$ cat src/rtl/mult_frame_acc_if.sv
// Handshake bundle between the multiplier product stream, mult_frame_acc and its frame-sum consumer.
interface mult_frame_acc_if #(
  parameter int N   = 4,
  parameter int M   = 4,
  parameter int LEN = 8
);
  localparam int ACC_W = N + M + $clog2(LEN);

  logic             in_valid;
  logic [N+M-1:0]   in_data;
  logic             out_valid;
  logic             out_ready;
  logic [ACC_W-1:0] out_sum;

  modport master (
    output in_valid, in_data, out_ready,
    input  out_valid, out_sum
  );

  modport slave (
    input  in_valid, in_data, out_ready,
    output out_valid, out_sum
  );
endinterface

$ cat src/rtl/mult_frame_acc.sv
// Sums every LEN products into a frame sum and queues sums in a 2-entry FIFO with valid/ready.
// Define MULT_FRAME_ACC_DROP_CNT_EN to add the saturating 8-bit drop_cnt_o counter of dropped frames.
module mult_frame_acc #(
  parameter int N   = 4,
  parameter int M   = 4,
  parameter int LEN = 8
) (
  input  logic                clk,
  input  logic                rst,
  input  logic                clear_i,
  mult_frame_acc_if.slave     bus,
  output logic                busy_o,
  output logic                overflow_o
`ifdef MULT_FRAME_ACC_DROP_CNT_EN
  ,
  output logic [7:0]          drop_cnt_o
`endif
);
  localparam int ACC_W = N + M + $clog2(LEN);
  localparam int CNT_W = $clog2(LEN);

  logic [ACC_W-1:0] acc_q, acc_d;
  logic [CNT_W-1:0] cnt_q, cnt_d;
  logic [ACC_W-1:0] mem_q [2];
  logic             rd_ptr_q, wr_ptr_q;
  logic [1:0]       level_q, level_d;
  logic             overflow_q;

  logic             accept, last, complete, pop, push, drop;
  logic [ACC_W-1:0] sum;

  assign accept   = bus.in_valid & ~clear_i;
  assign last     = (cnt_q == CNT_W'(LEN - 1));
  assign complete = accept & last;
  assign pop      = (level_q != 2'd0) & bus.out_ready;
  // A pop frees the slot before the push lands, so a full queue still accepts.
  assign push     = complete & ((level_q != 2'd2) | pop);
  assign drop     = complete & ~push;
  assign sum      = acc_q + ACC_W'(bus.in_data);

  always_comb begin
    acc_d = acc_q;
    cnt_d = cnt_q;
    if (clear_i) begin
      acc_d = '0;
      cnt_d = '0;
    end else if (accept) begin
      if (last) begin
        acc_d = '0;
        cnt_d = '0;
      end else begin
        acc_d = sum;
        cnt_d = cnt_q + CNT_W'(1);
      end
    end
  end

  always_comb begin
    level_d = level_q;
    unique case ({push, pop})
      2'b10:   level_d = level_q + 2'd1;
      2'b01:   level_d = level_q - 2'd1;
      default: level_d = level_q;
    endcase
  end

  always_ff @(posedge clk) begin
    if (rst) begin
      acc_q      <= '0;
      cnt_q      <= '0;
      mem_q[0]   <= '0;
      mem_q[1]   <= '0;
      rd_ptr_q   <= 1'b0;
      wr_ptr_q   <= 1'b0;
      level_q    <= 2'd0;
      overflow_q <= 1'b0;
    end else begin
      acc_q   <= acc_d;
      cnt_q   <= cnt_d;
      level_q <= level_d;
      if (push) begin
        mem_q[wr_ptr_q] <= sum;
        wr_ptr_q        <= ~wr_ptr_q;
      end
      if (pop) begin
        rd_ptr_q <= ~rd_ptr_q;
      end
      if (drop) begin
        overflow_q <= 1'b1;
      end
    end
  end

`ifdef MULT_FRAME_ACC_DROP_CNT_EN
  logic [7:0] drop_cnt_q;

  always_ff @(posedge clk) begin
    if (rst) begin
      drop_cnt_q <= 8'd0;
    end else if (drop && (drop_cnt_q != 8'hFF)) begin
      drop_cnt_q <= drop_cnt_q + 8'd1;
    end
  end

  assign drop_cnt_o = drop_cnt_q;
`endif

  assign bus.out_valid = (level_q != 2'd0);
  assign bus.out_sum   = mem_q[rd_ptr_q];
  assign busy_o        = (cnt_q != '0);
  assign overflow_o    = overflow_q;
endmodule

$ cat src/flat_wrapper.sv
// flat-port wrapper written by rule: the top's interface ports become plain ports
module mult_frame_acc_flat 
#(
  parameter int N   = 4,
  parameter int M   = 4,
  parameter int LEN = 8
)
  (clk, rst, clear_i, busy_o, overflow_o, bus_in_valid, bus_in_data, bus_out_ready, bus_out_valid, bus_out_sum);
  mult_frame_acc_if #(.N(N), .M(M), .LEN(LEN)) bus_i ();
  input  logic clk;
  input  logic rst;
  input  logic clear_i;
  output logic busy_o;
  output logic overflow_o;
  input wire logic [$bits(bus_i.in_valid)-1:0] bus_in_valid;
  input wire logic [$bits(bus_i.in_data)-1:0] bus_in_data;
  input wire logic [$bits(bus_i.out_ready)-1:0] bus_out_ready;
  output wire logic [$bits(bus_i.out_valid)-1:0] bus_out_valid;
  output wire logic [$bits(bus_i.out_sum)-1:0] bus_out_sum;
  assign bus_i.in_valid = bus_in_valid;
  assign bus_i.in_data = bus_in_data;
  assign bus_i.out_ready = bus_out_ready;
  assign bus_out_valid = bus_i.out_valid;
  assign bus_out_sum = bus_i.out_sum;
  mult_frame_acc #(.N(N), .M(M), .LEN(LEN)) u_core (.clk(clk), .rst(rst), .clear_i(clear_i), .bus(bus_i), .busy_o(busy_o), .overflow_o(overflow_o));
endmodule
$ cat config.mk
export PLATFORM = sky130hd
export DESIGN_NAME = mult_frame_acc_flat
export DESIGN_NICKNAME = d
export VERILOG_FILES = /design/src/rtl/mult_frame_acc_if.sv /design/src/rtl/mult_frame_acc.sv /design/src/flat_wrapper.sv
export SDC_FILE = /design/constraint.sdc
export NUM_CORES = 1
export LEC_CHECK = 0
export ABC_AREA = 1
export BUFFER_PORTS_ARGS = -buffer_cell sky130_fd_sc_hd__buf_2
export CAP_MARGIN = 0
export CORE_UTILIZATION = 58
export CTS_CLUSTER_DIAMETER = 50
export CTS_CLUSTER_SIZE = 12
export DETAILED_ROUTE_END_ITERATION = 7
export PLACE_DENSITY = 0.79
export SLEW_MARGIN = 20
export SYNTH_ARGS = -nofsm -noshare
export SYNTH_HDL_FRONTEND = slang
export SYNTH_SLANG_ARGS = --single-unit
$ cat constraint.sdc
create_clock -name clk -period 2.61 [get_ports clk]
set_input_delay 0.3915 -clock clk [delete_from_list [all_inputs] [get_ports clk]]
set_output_delay 0.3915 -clock clk [all_outputs]
set_load 0.02 [all_outputs]
# Word-level counts from Yosys, hierarchy flattened

Memory sizes are Yosys's and may differ from the RTL's. A register that Yosys moved wholly into a read port is not among the register bits.
Cells that the tools add are included.

Flip-flop bits (word level): 19
Memory bits (writable): 22
Output and inout port bits: 14
Memories: 1

$add $sub $neg: 4
Equality and inequality tests: 4
Mux-type cells: 13
Bitwise logic cells: 10
Reduce and logical (&&, ||, !) cells: 5

Memories:

| name         | words | width | rd ports | clocked after Yosys merged registers in | wr ports | RTL line             | source |
|---|---|---|---|---|---|---|---|
| u_core.mem_q | 2     | 11    | 1        | 1                                       | 2        | mult_frame_acc.sv:24 | `logic [ACC_W-1:0] mem_q [2];` |

Operator list:

| cell                  | count |
|---|---|
| $mux W11              | 2 |
| $add A11 B8 Y11       | 1 |
| $reduce_or A11 Y1     | 1 |
| $mux W1               | 9 |
| $and A1 B1 Y1         | 5 |
| $not A1 Y1            | 4 |
| $pmux W2 S2           | 1 |
| $reduce_bool A2 Y1    | 2 |
| $add A3 B1 Y3 const B | 1 |
| $eq A3 B3 Y1 const B  | 1 |
| $mux W3               | 1 |
| $reduce_bool A3 Y1    | 1 |
| $add A2 B1 Y2 const B | 1 |
| $eq A2 B1 Y1 const B  | 1 |
| $eq A2 B2 Y1 const B  | 1 |
| $ne A2 B2 Y1 const B  | 1 |
| $reduce_or A2 Y1      | 1 |
| $sub A2 B1 Y2 const B | 1 |
| $or A1 B1 Y1          | 1 |

# Logic depth before layout (Yosys ltp)

Gate-level depths: netlist (run 1).

Depth after elaboration: 9
Depth in mapped cells: 11
Depth with buffers taken out: 11

# Least setup slack after synthesis (run 1)

Ideal clock, no wire load.

Path type: flip-flop to flip-flop
From: reg u_core.cnt_q[0]
To: mem u_core.mem_q[0][0] (netlist name), enable pin
Data arrival time: 1.506 ns
Required time: 2.265 ns
Setup slack: 0.760 ns
Cell stages (with the launch flop): 10
Clock period less this slack: 1.850 ns
Cell sequence: dfxtp_1 > ha_1 > ha_1 > inv_1 > nor3_2 > inv_2 > nor2_2 > nand2_2 > buf_6 > nand2_1

RTL lines:

| element                | RTL line             | source |
|---|---|---|
| from (decl)            | mult_frame_acc.sv:23 | `logic [CNT_W-1:0] cnt_q, cnt_d;` |
| from (signal assigned) | mult_frame_acc.sv:79 | `cnt_q <= cnt_d;` |
| to (decl)              | mult_frame_acc.sv:24 |  |

==> impl_metrics.py, run 1 <==
metrics = {
    "timing": {
        "finalHoldViolCount": 0,
        "worstMarginPinSlew_ps": 494,
        "finalSetupTns_ps": 0,
        "finalCritPeriodShare": 0.811,
        "rsz0062_at_grt": "false",
        "maxSlewViolCount": 0,
        "fmax_mhz": 473,
        "slew_headroom": 0.670,
        "finalSetupViolCount": 0,
        "period_minus_slack_ps": 2120,
        "skew_ps": 6.78,
    },
    "clock_network": {
        "post_cts_resize_count": 0,
        "ctsHoldBuffers": 0,
        "clk_path_buf_depth": 2,
        "h-tree-depth": 2,
        "clockRootBuffer": "clkbuf_8",
        "cts.sinks": 42,
        "clock_latency_ps": 300,
        "cts_tree": "yes",
        "cts_setup_buffers": 0,
        "cts_made_buffers": 5,
        "clk_pin_slew_ps": 80,
    },
    "setup_path": {
        "worstPathArrival_ps": 2070,
        "cp_slowest_stage_delay_ps": 410,
        "crit_fanout": 13,
        "cpMaxStageDelayCell": "nand2_1",
        "crit_required_ps": 2560,
        "end_kind": "flip-flop",
        "crit_path_start_kind": "flip-flop",
        "crit_type": "flip-flop to flip-flop",
        "crit_top_cell": "ha_1",
        "crit_chain": "ha_1 > ha_1 > inv_1 > nor3_2 > inv_2 > nor2_2 > nand2_2 > nand2_1",
    },
    "routing": {
        "wl_met3_um": 159,
        "num_vias": 1731,
        "via_per_inst": 5.02,
        "drt-wirelength-per-cell_um": 11.7,
        "ant_nets": 0,
        "drt_iter0_drc": 80,
        "wl_um": 4040,
        "first_pass_iters": 4,
        "met2_length_um": 1890,
        "drt-met1-wl_um": 1910,
        "top_layer": "met4",
        "drc_errors": 0,
    },
    "floorplan": {
        "rows": 22,
        "die_h_um": 64.5,
        "die_w_um": 64.5,
        "coreArea_um2": 3690,
        "pin_count": 27,
        "start_util": 0.613,
        "die-area_um2": 4150,
    },
    "global_routing": {
        "first_global_vias": 1517,
        "grt_pass1_wl_um": 6670,
        "grt_max_degree": 17,
        "antenna_found_initial": 0,
        "overflow": 0,
        "track_usage": 0.216,
    },
    "logic_synthesis": {
        "synth.area.top_cells": "edfxtp_1 29%, dfxtp_1 18%, nand2_1 10%",
        "synthDistinctLibCells": 30,
        "synth_warnings": 0,
        "syn-cell-area_um2": 2260,
        "ys_seq_elements": 42,
        "yosys.area.top_type": "edfxtp_1",
        "syn_inst": 267,
        "syn-num-nets": 293,
        "synth_top_area_share": 0.292,
        "yosysSeqAreaShare": 0.469,
        "syn_area_per_cell_um2": 8.47,
    },
    "placed_design": {
        "dp_cells": 337,
        "hpwl_um": 3090,
        "port_buffers": 26,
        "gp_congestion": 0.913,
    },
    "cells_and_area": {
        "finalNetCount": 322,
        "diodes": 0,
        "regArea_um2": 1060,
        "stdcell_count": 345,
        "multi_input_area_um2": 1040,
        "fillers": 312,
        "synthToLayoutAreaGrowth_pct": 12.6,
        "drive_above_1_share": 0.209,
    },
    "power": {
        "power.switching_w": 0.000318,
        "p_comb_frac": 0.093,
        "switching_share": 0.235,
        "p_int_w": 0.00104,
        "ir_drop_v": 0.000307,
        "p_seq_frac": 0.527,
        "power.share.clock": 0.380,
        "leakagePower_nw": 1.17,
        "power.density_nw_per_um2": 532,
    },
    "job": {
        "drv_cap": 0,
    },
    "worst_hold_path": {
        "hold_path.class": "input port to flip-flop",
    },
    "run_status": {
        "status": "complete, no violations",
    },
}
cell type report:
cell class	count	area share
Clock buffer	5	0.0270
Tap cell	48	0.0236
Clock inverter	3	0.0172
Sequential cell	42	0.417
Timing Repair Buffer	28	0.0570
Multi-Input combinational cell	185	0.408
Inverter	34	0.0501
registers in the layout (all words and copies together), names as in the netlist, named ones only:
name and count:
u_core.acc_q 11, u_core.cnt_q 3, u_core.level_q 2, u_core.mem_q 22, u_core.overflow_o 1, u_core.rd_ptr_q 1
u_core.wr_ptr_q 1
synth_stat cells (all sizes together):
cell and number:
xor2 2, xnor2 1, ha 12, clkbuf 2, nor3 2, dfxtp 20
a31oi 1, or2 1, a21oi 19, nor2 43, o21bai 1, buf 4
nand2 61, nand4 2, o22ai 1, nor3b 1, edfxtp 22, nand3b 1
inv 34, nand3 16, fa 1, o21ai 8, a21boi 1, mux2 11
power groups by stage:
stage	sequential [W]	clock [W]	combinational (W)
after floorplan	0.000727	0	0.0000896
after global placement	0.000728	0	0.000125
after detailed placement	0.000730	0	0.000126
after CTS	0.000714	0.000520	0.000127
after global routing	0.000716	0.000548	0.000141
final	0.000714	0.000515	0.000126
per-stage QoR:
stage	hold slack (ps)	worst slack [ps]	cell area [um^2]	power (W)	utilization
floorplan	426	760	2260	0.000817	-
global placement	443	516	2430	0.000853	0.660
detailed placement	438	437	2430	0.000856	0.660
CTS	269	462	2550	0.00136	0.690
global route	263	325	2550	0.00141	0.690
finish	270	494	2550	0.00136	0.690
worst max-delay path, delay by kind of cell, from the launching register on:
kind                     cells  cell delay [ps]
adder cells (fa/ha/maj)      2              360
buffers and inverters        2              140
AND/OR/NAND/NOR              4              920
flip-flops                   1              340
cells in the final DEF, fill, tap and decap left out, types with 2 or more instances in the layout:
master	count
a21oi_1	19
buf_2	26
buf_4	2
clkbuf_8	5
dfxtp_1	20
edfxtp_1	22
ha_1	12
inv_1	32
inv_2	2
mux2_2	11
nand2_1	60
nand3_1	16
nand4_1	2
nor2_1	33
nor2_2	8
nor2_4	2
o21ai_0	8
xor2_1	2
kinds of logic (layout without fill, tap and decap cells):
logic type / count (synthesis) / count (layout) / synth area share
simple gates: 127 / 127 / 0.246
mux: 11 / 11 / 0.0548
flops: 42 / 42 / 0.469
compound gates: 31 / 31 / 0.0719
fa+ha+maj: 13 / 13 / 0.0752
xor+xnor: 3 / 3 / 0.0116
buf+inv: 40 / 70 / 0.0714
path summary, 6_finish.rpt:
kind	depth (start not counted)	endpoint	slack [ps]	start
max	8	u_core.mem_q[0][5]	490	u_core.cnt_q[0]
min	2	u_core.overflow_o	270	rst
max reg2reg	8	u_core.mem_q[0][5]	490	u_core.cnt_q[0]
min reg2reg	1	u_core.level_q[1]	460	u_core.level_q[1]
routing by layer:
| metal | up-vias | global-route usage |
|---|---|---|
| met3 | 7 | 0.0581 |
| met1 | 764 | 0.263 |
| met2 | 34 | 0.359 |
| li1 | 926 | - |
| met4 | 0 | 0.0944 |
| met5 | - | 0 |
No activity file was read; power rests on OpenSTA's default activity.
==> run 2, diff against run 1 <==
--- a/config.mk
+++ b/config.mk
@@ -8,11 +8,11 @@
 export ABC_AREA = 1
 export BUFFER_PORTS_ARGS = -buffer_cell sky130_fd_sc_hd__buf_2
 export CAP_MARGIN = 0
-export CORE_UTILIZATION = 58
+export CORE_UTILIZATION = 52
 export CTS_CLUSTER_DIAMETER = 50
 export CTS_CLUSTER_SIZE = 12
 export DETAILED_ROUTE_END_ITERATION = 7
-export PLACE_DENSITY = 0.79
+export PLACE_DENSITY = 0.75
 export SLEW_MARGIN = 20
 export SYNTH_ARGS = -nofsm -noshare
 export SYNTH_HDL_FRONTEND = slang
==> constraint.sdc (replaced) <==
create_clock -name clk -period 1.7 [get_ports clk]
set_input_delay 0.255 -clock clk [delete_from_list [all_inputs] [get_ports clk]]
set_output_delay 0.255 -clock clk [all_outputs]
set_load 0.02 [all_outputs]
==> run 2 against run 1 <==
Compared with the run above:
- design area is 18% higher
- flip-flop and latch count stayed put
- clock power is 84% higher
- via count is 13% higher
- utilization is 4.3 points higher
- worst hold slack worse by 100 ps
- register-to-register slack worse by 490 ps
- non-clock buffer count is 21 higher
- largest power group unchanged
==> impl_metrics.py, run 2 (synthesis gave the netlist of run 1 again) <==
metrics = {
    "clock_network": {
        "clk_path_buf_depth": 2,
        "clockRootBuffer": "clkbuf_8",
        "ctsHoldBuffers": 0,
        "cts_tree": "yes",
        "cts_made_buffers": 5,
        "cts.sinks": 42,
        "clk_pin_slew_ps": 80,
        "clock_latency_ps": 300,
        "h-tree-depth": 2,
    },
    "power": {
        "ir_drop_v": 0.000671,
        "leakagePower_nw": 1.31,
        "power.density_nw_per_um2": 769,
    },
    "setup_path": {
        "crit_fanout": 5,
        "crit_path_start_kind": "flip-flop",
        "crit_type": "flip-flop to flip-flop",
        "r2r-start": "u_core.cnt_q[0]",
        "crit_required_ps": 1710,
        "end_kind": "flip-flop",
        "critical_path.startpoint": "u_core.cnt_q[0]",
        "worstPathArrival_ps": 1710,
    },
    "cells_and_area": {
        "layout_common_cells": "50 x nand2_1, 29 x nor2_1, 27 x inv_1, 26 x buf_2, 22 x edfxtp_1",
        "drive_above_1_share": 0.386,
        "layout_commonest_cell": "nand2_1",
        "multi_input_area_um2": 1290,
        "final_area_um2": 3000,
        "diodes": 0,
        "synthToLayoutAreaGrowth_pct": 32.5,
        "top_register": "u_core.mem_q",
        "top_regs": "u_core.mem_q x22, u_core.acc_q x11, u_core.cnt_q x3",
        "fillers": 302,
        "finalNetCount": 344,
        "largest_reg_flops": 22,
        "regArea_um2": 1070,
    },
    "global_routing": {
        "antenna_found_initial": 0,
        "grt_pass1_wl_um": 7220,
        "use_met3": 0.0567,
        "gr-usage-met2": 0.357,
        "overflow": 0,
        "track_usage": 0.212,
        "grt.met1_usage": 0.268,
        "grt_most_used_layer": "met2",
        "first_global_vias": 1687,
        "grt_max_degree": 16,
    },
    "floorplan": {
        "coreArea_um2": 4090,
        "rows": 23,
        "die_h_um": 68.0,
        "die_w_um": 68.0,
        "pin_count": 27,
        "die-area_um2": 4620,
        "start_util": 0.554,
    },
    "timing": {
        "fmax_mhz": 589,
        "finalCritPeriodShare": 0.999,
        "worstMarginPinSlew_ps": 531,
        "slew_headroom": 0.645,
        "rsz0062_at_grt": "true",
        "setup_ws_ps": 1.34,
        "finalHoldViolCount": 0,
        "maxSlewViolCount": 0,
        "finalSetupViolCount": 0,
        "period_minus_slack_ps": 1700,
        "skew_ps": 5.32,
    },
    "routing": {
        "wl_um": 5050,
        "drt_iter0_drc": 130,
        "via_per_inst": 5.28,
        "ant_nets": 0,
        "first_pass_iters": 4,
        "drc_errors": 0,
        "drt-wirelength-per-cell_um": 13.7,
        "num_vias": 1949,
    },
    "placed_design": {
        "gp_congestion": 0.918,
        "post-place-ws_ps": -121,
        "port_buffers": 26,
        "hpwl_um": 3260,
        "place_area_um2": 2540,
    },
    "worst_hold_path": {
        "hold_path.class": "input port to flip-flop",
        "min-delay-start": "rst",
    },
    "job": {
        "drv_cap": 0,
    },
    "run_status": {
        "status": "complete, no violations",
    },
}
## run 2: changes by cell type in the layout (fill, tap and decap cells not counted), sizes merged
cell / previous run / this run
inv: 35 / 34
nand2: 61 / 62
buf: 28 / 49
bufinv: 1 / 2
## run 2: per-layer routing
| layer | share of wire | routed length, um |
|---|---|---|
| met5 | 0 | 0 |
| met4 | 0.010 | 51 |
| met3 | 0.053 | 265 |
| met2 | 0.50 | 2520 |
| met1 | 0.44 | 2210 |
## run 2: where the power goes
group	switching, W	leakage, nW	internal, W
Combinational	0.000159	0.848	0.0000990
Sequential	0.0000110	0.390	0.00109
Clock	0.000359	0.0683	0.000588
## run 2: worst max-delay path, stage by stage (launching register included)
cell and delay, ps:
dfxtp_2 360, ha_4 140, ha_4 120, inv_2 40
nor3_4 200, inv_2 80, buf_6 120, nor2_4 110
nand2_4 100, nand2_4 150
## run 2: area by class of cell
type / instances / area share
Clock buffer: 5 / 0.0230
Timing Repair Buffer: 49 / 0.105
Inverter: 34 / 0.0426
Clock inverter: 3 / 0.0230
Tap cell: 50 / 0.0209
Sequential cell: 42 / 0.356
Multi-Input combinational cell: 186 / 0.430
## run 2: repair_timing
| item | CTS | global route |
|---|---|---|
| setup endpoints to repair | 8 | 50 |
| cloned | 0 | 1 |
| pin swaps | 6 | 13 |
| setup buffers | 3 | 6 |
| gates resized for setup | 18 | 41 |
## run 2: worst paths after layout
kind	to	slack (ps)	cells after the start
setup / recovery	u_core.mem_q[0][3]	1	9
hold / removal	u_core.overflow_o	170	2
setup reg to reg	u_core.mem_q[0][3]	1	9
hold reg to reg	flip-flop	470	1
## run 2: per-stage QoR
stage	hold WS [ps]	power [W]	utilization	setup TNS, ps	instances
floorplan	327	0.00126	-	0	267
global placement	443	0.00133	0.621	-258	351
detailed placement	445	0.00133	0.621	-565	351
CTS	158	0.00228	0.675	-105	362
global route	163	0.00239	0.733	-2410	369
finish	165	0.00230	0.733	0	369
==> run 3, diff against run 2 <==
--- a/config.mk
+++ b/config.mk
@@ -8,11 +8,12 @@
 export ABC_AREA = 1
 export BUFFER_PORTS_ARGS = -buffer_cell sky130_fd_sc_hd__buf_2
 export CAP_MARGIN = 0
-export CORE_UTILIZATION = 52
+export CORE_UTILIZATION = 54
+export CTS_BUF_LIST = sky130_fd_sc_hd__clkbuf_8
 export CTS_CLUSTER_DIAMETER = 50
 export CTS_CLUSTER_SIZE = 12
 export DETAILED_ROUTE_END_ITERATION = 7
-export PLACE_DENSITY = 0.75
+export PLACE_DENSITY = 0.78
 export SLEW_MARGIN = 20
 export SYNTH_ARGS = -nofsm -noshare
 export SYNTH_HDL_FRONTEND = slang
==> run 3 against run 2 <==
Compared with the run above:
- the run now ends with setup timing left
- clock skew increased by 0.94 ps
- first-iteration DRC count increased by 10%
- power is 11% lower
- critical endpoint is now u_core.mem_q[1][8]
==> impl_metrics.py, run 3 (synthesis gave the netlist of run 1 again) <==
metrics = {
    "worst_hold_path": {
        "min-delay-start": "rst",
        "hold_path.class": "input port to flip-flop",
        "min_delay_path_depth": 2,
    },
    "timing": {
        "finalSetupTns_ps": -43.0,
        "fmax_mhz": 582,
        "maxSlewViolCount": 0,
        "worstMarginPinSlew_ps": 424,
        "finalSetupViolCount": 3,
        "finalHoldViolCount": 0,
        "skew_ps": 6.25,
        "setup_ws_ps": -19.3,
        "rsz0062_at_grt": "true",
        "period_minus_slack_ps": 1720,
        "finalCritPeriodShare": 1.01,
        "slew_headroom": 0.717,
    },
    "power": {
        "ir_drop_v": 0.000345,
        "leakagePower_nw": 1.27,
        "power.switching_w": 0.000529,
        "p_int_w": 0.00152,
        "power.share.clock": 0.334,
        "switching_share": 0.259,
        "power.density_nw_per_um2": 701,
        "p_seq_frac": 0.537,
        "p_comb_frac": 0.129,
    },
    "clock_network": {
        "clock_latency_ps": 300,
        "cts.sinks": 42,
        "h-tree-depth": 2,
        "cts_tree": "yes",
        "clockRootBuffer": "clkbuf_8",
        "cts_made_buffers": 5,
        "ctsHoldBuffers": 0,
        "clk_path_buf_depth": 2,
        "clk_pin_slew_ps": 80,
    },
    "setup_path": {
        "critical_path.startpoint": "u_core.acc_q[4]",
        "cp_slowest_stage_delay_ps": 390,
        "crit_chain": "ha_2 > nand2_2 > buf_4 > nor2_1 > nand2_4 > nand2_2 > nand2_2 > nand2_2 > nor2_2",
        "crit_top_cell": "nand2_2",
        "r2r-start": "u_core.acc_q[4]",
        "crit_required_ps": 1760,
        "crit_path_start_kind": "flip-flop",
        "rr_worst_depth": 9,
        "crit_fanout": 4,
        "end_kind": "flip-flop",
        "cpMaxStageDelayCell": "ha_2",
        "worstPathArrival_ps": 1780,
        "crit_type": "flip-flop to flip-flop",
    },
    "floorplan": {
        "pin_count": 27,
        "die_h_um": 66.7,
        "die_w_um": 66.7,
        "coreArea_um2": 4000,
        "die-area_um2": 4450,
        "rows": 23,
        "start_util": 0.566,
    },
    "global_routing": {
        "first_global_vias": 1776,
        "overflow": 0,
        "antenna_found_initial": 0,
        "grt_pass1_wl_um": 7650,
        "track_usage": 0.234,
        "grt_max_degree": 16,
    },
    "routing": {
        "top_layer": "met4",
        "wl_um": 5190,
        "met2_length_um": 2700,
        "drt_iter0_drc": 143,
        "ant_nets": 0,
        "first_pass_iters": 4,
        "drt-met1-wl_um": 2160,
        "via_per_inst": 5.38,
        "num_vias": 1949,
        "drt-wirelength-per-cell_um": 14.3,
        "wl_met3_um": 229,
        "drc_errors": 0,
    },
    "job": {
        "drv_cap": 0,
    },
    "cells_and_area": {
        "stdcell_count": 362,
        "layout_common_cells": "48 x nand2_1, 26 x nor2_1, 26 x buf_2, 25 x inv_1, 22 x edfxtp_1",
        "drive_above_1_share": 0.410,
        "top_regs": "u_core.mem_q x22, u_core.acc_q x11, u_core.cnt_q x3",
        "diodes": 0,
        "largest_reg_flops": 22,
        "layout_commonest_cell": "nand2_1",
        "final_area_um2": 2920,
        "top_register": "u_core.mem_q",
        "synthToLayoutAreaGrowth_pct": 28.9,
        "finalNetCount": 337,
    },
    "run_status": {
        "status": "complete, but fails checks",
        "violations": "setup timing",
    },
    "placed_design": {
        "dp_cells": 350,
        "port_buffers": 26,
        "hpwl_um": 3300,
        "place_area_um2": 2530,
        "gp_congestion": 0.954,
        "post-place-ws_ps": -115,
    },
}
run 3: cell count changes in the layout (fill, tap and decap cells not counted), moves of 3 or more:
cell / previous run / this run
nor2_1: 29 / 26
buf_4: 20 / 17
nor2_4: 7 / 3
nor2_2: 7 / 14
buf_6: 3 / 0
run 3: area by class of cell:
cell class                      instances  area, um^2
Multi-Input combinational cell        185        1310
Inverter                               34         130
Timing Repair Buffer                   43         258
Clock buffer                            6        82.6
Fill cell                             290        1080
Clock inverter                          2        12.5
Sequential cell                        42        1070
Tap cell                               50        62.6
run 3: repair_timing:
item / 4_1_cts / 5_1_grt
setup endpoints to repair: 9 / 49
pin swaps: 4 / 14
hold endpoints to repair: 0 / 0
gates resized for setup: 18 / 48
buffers inserted: 3 / 1
run 3: per-layer routing:
layer	vias to the layer above	GRT usage
li1	954	-
met1	930	0.292
met2	54	0.400
met3	11	0.0479
met4	0	0.0771
met5	-	0
run 3: path summary, 6_finish.rpt:
| kind | slack, ps | end |
|---|---|---|
| worst max-delay path | -20 | u_core.mem_q[1][8] |
| worst min-delay path | 150 | u_core.overflow_o |
| worst max register to register | -20 | u_core.mem_q[1][8] |
| worst min register to register | 480 | u_core.rd_ptr_q |
run 3: power groups by stage:
stage,sequential [W],combinational [W],clock [W]
detailed placement,0.00112,0.000211,0
CTS,0.00110,0.000223,0.000698
global placement,0.00112,0.000208,0
finish,0.00110,0.000264,0.000682
floorplan,0.00112,0.000140,0
global route,0.00110,0.000290,0.000737
run 3: worst max-delay path, delay by kind of cell (launching register included):
kind,cells,cell delay (ps)
adders and majority gates,1,390
and+or+nand+nor,7,620
DFF,1,320
buffers and inverters,1,140
run 3: stage by stage:
| step | util | hold slack (ps) | total power (W) |
|---|---|---|---|
| floorplan | - | 327 | 0.00126 |
| detailed placement | 0.633 | 450 | 0.00133 |
| global placement | 0.633 | 436 | 0.00133 |
| finish | 0.729 | 145 | 0.00204 |
| CTS | 0.676 | 132 | 0.00202 |
| global route | 0.729 | 151 | 0.00213 |
